<file path="src/rtl/sc_reglanebank_if.sv">
// Bus bundle for the rotating lane register bank: control/config inputs and lane outputs.
interface sc_reglanebank_if #(
    parameter int RegLANEBANK_DATAWIDTH    = 8,
    parameter int RegLANEBANK_LANES        = 4,
    parameter int RegLANEBANK_LANESELWIDTH = 2,
    parameter int RegLANEBANK_SPEEDWIDTH   = 4
);
    logic                                                     SC_RegLANEBANK_clear_InLow;
    logic                                                     SC_RegLANEBANK_load_InLow;
    logic [RegLANEBANK_LANESELWIDTH-1:0]                      SC_RegLANEBANK_laneselect_In;
    logic [RegLANEBANK_DATAWIDTH-1:0]                         SC_RegLANEBANK_data_InBUS;
    logic                                                     SC_RegLANEBANK_enable_In;
    logic [RegLANEBANK_LANES-1:0]                             SC_RegLANEBANK_direction_In;
    logic [RegLANEBANK_LANES*RegLANEBANK_SPEEDWIDTH-1:0]      SC_RegLANEBANK_period_InBUS;
    logic [RegLANEBANK_LANES*RegLANEBANK_DATAWIDTH-1:0]       SC_RegLANEBANK_data_OutBUS;
    logic [RegLANEBANK_LANES-1:0]                             SC_RegLANEBANK_stepped_Out;

    modport master (
        output SC_RegLANEBANK_clear_InLow,
        output SC_RegLANEBANK_load_InLow,
        output SC_RegLANEBANK_laneselect_In,
        output SC_RegLANEBANK_data_InBUS,
        output SC_RegLANEBANK_enable_In,
        output SC_RegLANEBANK_direction_In,
        output SC_RegLANEBANK_period_InBUS,
        input  SC_RegLANEBANK_data_OutBUS,
        input  SC_RegLANEBANK_stepped_Out
    );

    modport slave (
        input  SC_RegLANEBANK_clear_InLow,
        input  SC_RegLANEBANK_load_InLow,
        input  SC_RegLANEBANK_laneselect_In,
        input  SC_RegLANEBANK_data_InBUS,
        input  SC_RegLANEBANK_enable_In,
        input  SC_RegLANEBANK_direction_In,
        input  SC_RegLANEBANK_period_InBUS,
        output SC_RegLANEBANK_data_OutBUS,
        output SC_RegLANEBANK_stepped_Out
    );
endinterface

</file>
<file path="src/rtl/sc_reglanebank.sv">
// Bank of independent rotating lane registers, each stepped every P enable ticks.
module sc_reglanebank #(
    parameter int RegLANEBANK_DATAWIDTH    = 8,
    parameter int RegLANEBANK_LANES        = 4,
    parameter int RegLANEBANK_LANESELWIDTH = 2,
    parameter int RegLANEBANK_SPEEDWIDTH   = 4,
    parameter logic [RegLANEBANK_DATAWIDTH-1:0] DATA_FIXED_INITREGLANE = '0
) (
    input  logic             SC_RegLANEBANK_CLOCK_50,
    input  logic             SC_RegLANEBANK_RESET_InHigh,
    sc_reglanebank_if.slave  bus
);
    localparam int DW = RegLANEBANK_DATAWIDTH;
    localparam int NL = RegLANEBANK_LANES;
    localparam int SW = RegLANEBANK_SPEEDWIDTH;

    logic [DW-1:0]      r_lane     [NL];
    logic [SW-1:0]      r_cnt      [NL];
    logic [NL-1:0]      r_stepped;

    logic [DW-1:0]      w_lane_nxt [NL];
    logic [SW-1:0]      w_cnt_nxt  [NL];
    logic [SW-1:0]      w_period   [NL];
    logic [NL-1:0]      w_step_nxt;
    logic [NL*DW-1:0]   w_data_flat;

    // Bitwise rotate so a 1-bit lane degenerates to identity without special slicing.
    function automatic logic [DW-1:0] f_rotate(input logic [DW-1:0] x, input logic right);
        logic [DW-1:0] y;
        y = '0;
        for (int b = 0; b < DW; b++) begin
            if (right) y[b] = x[(b + 1) % DW];
            else       y[b] = x[(b + DW - 1) % DW];
        end
        return y;
    endfunction

    always_comb begin
        w_step_nxt = '0;
        for (int i = 0; i < NL; i++) begin
            w_lane_nxt[i] = r_lane[i];
            w_cnt_nxt[i]  = r_cnt[i];
            w_period[i]   = bus.SC_RegLANEBANK_period_InBUS[i*SW +: SW];
            if (!bus.SC_RegLANEBANK_clear_InLow) begin
                w_lane_nxt[i] = DATA_FIXED_INITREGLANE;
                w_cnt_nxt[i]  = '0;
            end else if (!bus.SC_RegLANEBANK_load_InLow &&
                         (32'(bus.SC_RegLANEBANK_laneselect_In) == i)) begin
                w_lane_nxt[i] = bus.SC_RegLANEBANK_data_InBUS;
                w_cnt_nxt[i]  = '0;
            end else if (bus.SC_RegLANEBANK_enable_In && (w_period[i] != '0)) begin
                // >= rather than == so a shrinking period fires immediately instead of wrapping.
                if (r_cnt[i] >= (w_period[i] - SW'(1))) begin
                    w_lane_nxt[i] = f_rotate(r_lane[i], bus.SC_RegLANEBANK_direction_In[i]);
                    w_cnt_nxt[i]  = '0;
                    w_step_nxt[i] = 1'b1;
                end else begin
                    w_cnt_nxt[i]  = r_cnt[i] + SW'(1);
                end
            end
        end
    end

    always_ff @(posedge SC_RegLANEBANK_CLOCK_50) begin
        if (SC_RegLANEBANK_RESET_InHigh) begin
            for (int i = 0; i < NL; i++) begin
                r_lane[i] <= '0;
                r_cnt[i]  <= '0;
            end
            r_stepped <= '0;
        end else begin
            for (int i = 0; i < NL; i++) begin
                r_lane[i] <= w_lane_nxt[i];
                r_cnt[i]  <= w_cnt_nxt[i];
            end
            r_stepped <= w_step_nxt;
        end
    end

    always_comb begin
        w_data_flat = '0;
        for (int i = 0; i < NL; i++) begin
            w_data_flat[i*DW +: DW] = r_lane[i];
        end
    end

    assign bus.SC_RegLANEBANK_data_OutBUS = w_data_flat;
    assign bus.SC_RegLANEBANK_stepped_Out = r_stepped;
endmodule

</file>
<file path="src/flat_wrapper.sv">
// flat-port wrapper written by rule: the top's interface ports become plain ports
module sc_reglanebank_flat 
#(
    parameter int RegLANEBANK_DATAWIDTH    = 8,
    parameter int RegLANEBANK_LANES        = 4,
    parameter int RegLANEBANK_LANESELWIDTH = 2,
    parameter int RegLANEBANK_SPEEDWIDTH   = 4,
    parameter logic [RegLANEBANK_DATAWIDTH-1:0] DATA_FIXED_INITREGLANE = '0
)
  (SC_RegLANEBANK_CLOCK_50, SC_RegLANEBANK_RESET_InHigh, bus_SC_RegLANEBANK_clear_InLow, bus_SC_RegLANEBANK_load_InLow, bus_SC_RegLANEBANK_laneselect_In, bus_SC_RegLANEBANK_data_InBUS, bus_SC_RegLANEBANK_enable_In, bus_SC_RegLANEBANK_direction_In, bus_SC_RegLANEBANK_period_InBUS, bus_SC_RegLANEBANK_data_OutBUS, bus_SC_RegLANEBANK_stepped_Out);
  sc_reglanebank_if #(.RegLANEBANK_DATAWIDTH(RegLANEBANK_DATAWIDTH), .RegLANEBANK_LANES(RegLANEBANK_LANES), .RegLANEBANK_LANESELWIDTH(RegLANEBANK_LANESELWIDTH), .RegLANEBANK_SPEEDWIDTH(RegLANEBANK_SPEEDWIDTH)) bus_i ();
  input  logic SC_RegLANEBANK_CLOCK_50;
  input  logic SC_RegLANEBANK_RESET_InHigh;
  input wire logic [$bits(bus_i.SC_RegLANEBANK_clear_InLow)-1:0] bus_SC_RegLANEBANK_clear_InLow;
  input wire logic [$bits(bus_i.SC_RegLANEBANK_load_InLow)-1:0] bus_SC_RegLANEBANK_load_InLow;
  input wire logic [$bits(bus_i.SC_RegLANEBANK_laneselect_In)-1:0] bus_SC_RegLANEBANK_laneselect_In;
  input wire logic [$bits(bus_i.SC_RegLANEBANK_data_InBUS)-1:0] bus_SC_RegLANEBANK_data_InBUS;
  input wire logic [$bits(bus_i.SC_RegLANEBANK_enable_In)-1:0] bus_SC_RegLANEBANK_enable_In;
  input wire logic [$bits(bus_i.SC_RegLANEBANK_direction_In)-1:0] bus_SC_RegLANEBANK_direction_In;
  input wire logic [$bits(bus_i.SC_RegLANEBANK_period_InBUS)-1:0] bus_SC_RegLANEBANK_period_InBUS;
  output wire logic [$bits(bus_i.SC_RegLANEBANK_data_OutBUS)-1:0] bus_SC_RegLANEBANK_data_OutBUS;
  output wire logic [$bits(bus_i.SC_RegLANEBANK_stepped_Out)-1:0] bus_SC_RegLANEBANK_stepped_Out;
  assign bus_i.SC_RegLANEBANK_clear_InLow = bus_SC_RegLANEBANK_clear_InLow;
  assign bus_i.SC_RegLANEBANK_load_InLow = bus_SC_RegLANEBANK_load_InLow;
  assign bus_i.SC_RegLANEBANK_laneselect_In = bus_SC_RegLANEBANK_laneselect_In;
  assign bus_i.SC_RegLANEBANK_data_InBUS = bus_SC_RegLANEBANK_data_InBUS;
  assign bus_i.SC_RegLANEBANK_enable_In = bus_SC_RegLANEBANK_enable_In;
  assign bus_i.SC_RegLANEBANK_direction_In = bus_SC_RegLANEBANK_direction_In;
  assign bus_i.SC_RegLANEBANK_period_InBUS = bus_SC_RegLANEBANK_period_InBUS;
  assign bus_SC_RegLANEBANK_data_OutBUS = bus_i.SC_RegLANEBANK_data_OutBUS;
  assign bus_SC_RegLANEBANK_stepped_Out = bus_i.SC_RegLANEBANK_stepped_Out;
  sc_reglanebank #(.RegLANEBANK_DATAWIDTH(RegLANEBANK_DATAWIDTH), .RegLANEBANK_LANES(RegLANEBANK_LANES), .RegLANEBANK_LANESELWIDTH(RegLANEBANK_LANESELWIDTH), .RegLANEBANK_SPEEDWIDTH(RegLANEBANK_SPEEDWIDTH), .DATA_FIXED_INITREGLANE(DATA_FIXED_INITREGLANE)) u_core (.SC_RegLANEBANK_CLOCK_50(SC_RegLANEBANK_CLOCK_50), .SC_RegLANEBANK_RESET_InHigh(SC_RegLANEBANK_RESET_InHigh), .bus(bus_i));
endmodule
</file>
<file path="config.mk">
export PLATFORM = sky130hd
export DESIGN_NAME = sc_reglanebank_flat
export DESIGN_NICKNAME = d
export VERILOG_FILES = /design/src/rtl/sc_reglanebank_if.sv /design/src/rtl/sc_reglanebank.sv /design/src/flat_wrapper.sv
export SDC_FILE = /design/constraint.sdc
export NUM_CORES = 1
export LEC_CHECK = 0
export CAP_MARGIN = 20
export CORE_ASPECT_RATIO = 1.2
export CORE_UTILIZATION = 47
export DETAILED_ROUTE_END_ITERATION = 16
export HOLD_SLACK_MARGIN = 0.12
export PLACE_DENSITY = 0.8
export SYNTH_ARGS = -nofsm -noshare
export SYNTH_HDL_FRONTEND = slang
export SYNTH_SLANG_ARGS = --single-unit
</file>
<file path="constraint.sdc">
create_clock -name SC_RegLANEBANK_CLOCK_50 -period 1.6 [get_ports SC_RegLANEBANK_CLOCK_50]
set_input_delay 0.16 -clock SC_RegLANEBANK_CLOCK_50 [delete_from_list [all_inputs] [get_ports SC_RegLANEBANK_CLOCK_50]]
set_output_delay 0.16 -clock SC_RegLANEBANK_CLOCK_50 [all_outputs]
set_load 0.02 [all_outputs]
</file>
# Word level (Yosys, flattened, before mapping)
# Memories as Yosys holds them, arrays and structs flattened.
# Index checks and enable logic that the tools add are counted.
[word_totals] n_memories=2 output_inout_bits=36 inputBits=35 wordCells=131 regBits=4 ram_bits=48
[memory_table] memory="u_core.r_lane" depth=4 word_bits=8 rd=4 rd_clocked_by_memory_dff=0 write_ports=4 line_no="sc_reglanebank.sv:17" text="logic [DW-1:0] r_lane [NL];"
[memory_table] memory="u_core.r_cnt" depth=4 word_bits=4 rd=4 rd_clocked_by_memory_dff=0 write_ports=4 line_no="sc_reglanebank.sv:18" text="logic [SW-1:0] r_cnt [NL];"
[classes] n_lt_le_gt_ge=4 mux=79 n_reduce_logical=18 bitwise_logic=13 n_eq_ne=3 add_sub_neg=8
[ops] cell="8-bit 2-to-1 mux" n=20
[ops] cell="4-bit 2-to-1 mux" n=20
[ops] cell="1-bit 2-to-1 mux" n=39
[ops] cell="4-bit by 1-bit adder with 4-bit output, second input constant" n=4
[ops] cell="4-bit >= comparator" n=4
[ops] cell="4-bit nonzero test" n=4
[ops] cell="4-bit OR reduction" n=4
[ops] cell="4-bit by 1-bit subtractor with 4-bit output, second input constant" n=4
[ops] cell="1-bit logical AND" n=8
[ops] cell="1-bit OR" n=8
[ops] cell="1-bit inverter" n=5
[ops] cell="2-bit equality test, second input constant" n=2
[ops] cell="2-bit by 1-bit equality test with 1-bit output, second input constant" n=1
[ops] cell="2-bit zero test" n=1
[ops] cell="1-bit zero test" n=1

# Longest topological paths before layout
[logic_depth] ltp_word=7 depth_mapped=9 ltp_nobuf=8

# Worst setup path after synthesis
# No wires, ideal clock.
[synth_path] path_kind="input to register" start="input port bus_SC_RegLANEBANK_period_InBUS[8]" end="memory u_core.r_lane[2][0] (netlist name)" required_time_ns=1.528 path_buffers=0 path_stages=8 arrival_time_ns=1.554 path_slack_ns=-0.026 path_cell_list="inv_1 ha_1 xnor2_1 ha_1 o211ai_1 o21a_1 o21ai_4 mux2i_1"
[synth_lines] element="start, declared" line_no="flat_wrapper.sv:20" text="input wire logic [$bits(bus_i.SC_RegLANEBANK_period_InBUS)-1:0] bus_SC_RegLANEBANK_period_InBUS;"
[synth_lines] element="end, declared" line_no="sc_reglanebank.sv:17"

==> out/summary.txt <==
Worst setup EP type - flop
Crit path DAT - 1.84 ns
Post-route DRC - 0
Synth async-reset ratio - 0
Top cells by count, synth - 74 x nand2_1, 64 x mux2i_1, 52 x dfxtp_1
Main synth FF type - dfxtp_1
CTS H-tree lvls - 2
Peak Freq - 0.626 GHz
Worst Hold Class - input pin to flop
Yosys top cell by area - dfxtp_1
Reg2reg path depth - 6
N_diodes - 0
Starting Density - 0.488
Post-synthesis sequential area ratio - 0.311
FF+latch count, synth - 52
Hold EP - u_core.r_cnt[1][1]
GPL Wtd Cong - 0.784
Clock tree buffer depth - 2
Yosys top cell area share - 0.311
Slew Limit Fails - 0
Row cnt - 33
RSZ-0062 raised after global routing - yes
Slew HR - 0.771
Fraction of final layout cells sized beyond drive strength 1 - 0.268
Vias in the first global route - 2925
Dpl ws - -0.756 ns
Final setup violation count - 0
Worst setup SP type - flop
Status - finished clean
Clk Latency, worst-skew pair - 0.31 ns
CORE AREA - 6850 µm²
Reg2reg end - u_core.r_lane[2][3]
Post-DP HPWL - 6080 µm
Max Fanout on Critical Path - 8
Mapped cell area - 3350 µm²
Initial antenna violation count - 0
Maximum VDD drop - 0.414 mV
Final Worst Setup Slack - 0.00220 ns
Setup tns final - 0 ns
Grt ovf - 0
Num CTS Buffers - 5
CP Class - flop to flop
Placed Instance Area - 4530 µm²
Synthesis-to-finish area growth - 44.4%
CP required - 1.84 ns
Largest net degree at the start of global routing - 33
Worst R2R Start - u_core.r_cnt[2][2]
Gr usage total - 0.224
Hold path start - bus_SC_RegLANEBANK_period_InBUS[7]
CTS tree - built
Final net count - 546
Net Count, Synth - 436
CTS clock-pin slew for the worst setup and hold paths - 0.09 ns
Gate Count Post-Synth - 377
Die width - 79.1 µm
Antenna Nets Post-Route - 0
Max-cap violations - 0
Post-route cell area - 4830 µm²
IO buf count - 70
# IOs - 71
Average cell area after synthesis - 8.88 µm²
Flop-to-flop setup slack - 0.002 ns
Total clock sinks - 52
Die ar. - 7470 µm²
Routed WL per cell - 15.5 µm
Final period util - 0.999
Top-count cell post-synth - nand2_1
Drt total wl - 8890 µm
Hold_buf cts - 0
Leakage - 2.07 nW
1st-iter DRT viols - 87
First-pass GRT wire length - 13200 µm
Largest cells by area after synthesis - dfxtp_1 31%, mux2i_1 19%, ha_1 9.0%
Final Hold Viols - 0
Via density - 5.39
Vias - 3099
Layout Skew - 0.00588 ns
Synth warn - 0
DR pass1 iterations - 6
Clock root buffer - clkbuf_8
Final min period - 1.60 ns
Post-synth EDFFs - 0
Slew @ Worst Pin - 0.343 ns
PD cells - 573 nW/µm²
Synth cell types - 30
Die H - 94.5 µm
Min-Delay Path Depth - 5
==> layer usage <==
metal,vias to the layer above,share of wire,track usage
li1,1557,-,-
met3,15,0.039,0.0319
met4,0,0.018,0.0758
met5,-,0,0
met1,1454,0.43,0.256
met2,73,0.51,0.420
==> report_power, final <==
group          internal, mW  switching (mW)
Sequential             1.30          0.0130
Combinational         0.341           0.311
Clock                 0.353           0.447
Total                  2.00           0.772
==> registers in the layout, summed over array words and instances, names as in the netlist <==
signal,flops
u_core.bus.SC_RegLANEBANK_stepped_Out,4
u_core.r_cnt,16
u_core.r_lane,32
==> critical path, stage by stage, from the launching register on <==
cell and delay, ns:
dfxtp_2 0.34, ha_1 0.29, o211ai_1 0.08, o21a_2 0.25, o21ai_4 0.20, buf_12 0.16, mux2i_1 0.19
==> worst max path at each step <==
stage | start | to
3_5_place_dp | bus_SC_RegLANEBANK_period_InBUS[0] | u_core.r_lane[0][3]
3_3_place_gp | bus_SC_RegLANEBANK_period_InBUS[0] | u_core.r_lane[0][0]
4_1_cts | u_core.r_cnt[2][0] | u_core.r_lane[2][3]
5_1_grt | u_core.r_cnt[1][3] | u_core.r_lane[1][0]
6_report | u_core.r_cnt[2][2] | u_core.r_lane[2][3]
2_1_floorplan | bus_SC_RegLANEBANK_period_InBUS[8] | u_core.r_lane[2][0]
==> area by class of cell <==
type	instances	area [µm²]
clock buffers	7	86.3
well taps	87	109
multi-input cells	290	2350
flip-flops and latches	52	1060
fillers	539	2020
inverters	13	48.8
repair buffers	125	1170
clock inverters	1	7.51
==> layout by cell type (no fill, tap or decap), types with 3 or more instances in the layout <==
cell / n
mux2i_1: 64
xor2_1: 7
nand2_1: 74
clkbuf_2: 7
nor3_1: 5
dlygate4sd2_1: 5
nor3_2: 3
o211ai_1: 36
and3_1: 3
clkdlybuf4s50_1: 54
o21a_2: 3
buf_4: 47
inv_2: 11
clkbuf_8: 6
ha_1: 12
dfxtp_1: 39
buf_12: 8
nand3_1: 12
nor3b_2: 3
or3b_4: 3
ha_4: 12
xnor2_1: 12
a21oi_1: 7
dfxtp_2: 11
or3b_1: 3
o21ai_4: 3
nor2_1: 12
==> logic make-up (layout without fill, tap and decap cells) <==
logic type | Yosys count | after routing | share of synthesized area
flops | 52 | 52 | 0.311
fa+ha+maj | 24 | 24 | 0.0897
compound gates | 56 | 56 | 0.127
buf+inv | 35 | 146 | 0.0546
mux | 64 | 64 | 0.191
xor+xnor | 20 | 20 | 0.0523
simple gates | 126 | 126 | 0.174
==> metrics by stage <==
stage	utilization	hold WS (ns)	instances	power, mW
2_1_floorplan	-	0.378	377	1.67
3_3_place_gp	0.662	0.477	557	1.94
3_5_place_dp	0.662	0.483	557	1.95
4_1_cts	0.679	0.498	566	2.73
5_1_grt	0.705	0.505	575	2.88
6_report	0.705	0.453	575	2.77
==> repair_timing <==
action,CTS,global route
setup buffers,2,9
pin swaps,19,23
endpoints found under the setup margin,51,48
hold endpoints to repair,0,0
resized for setup,28,51
Note: power is estimated with default switching activity, not from simulation.
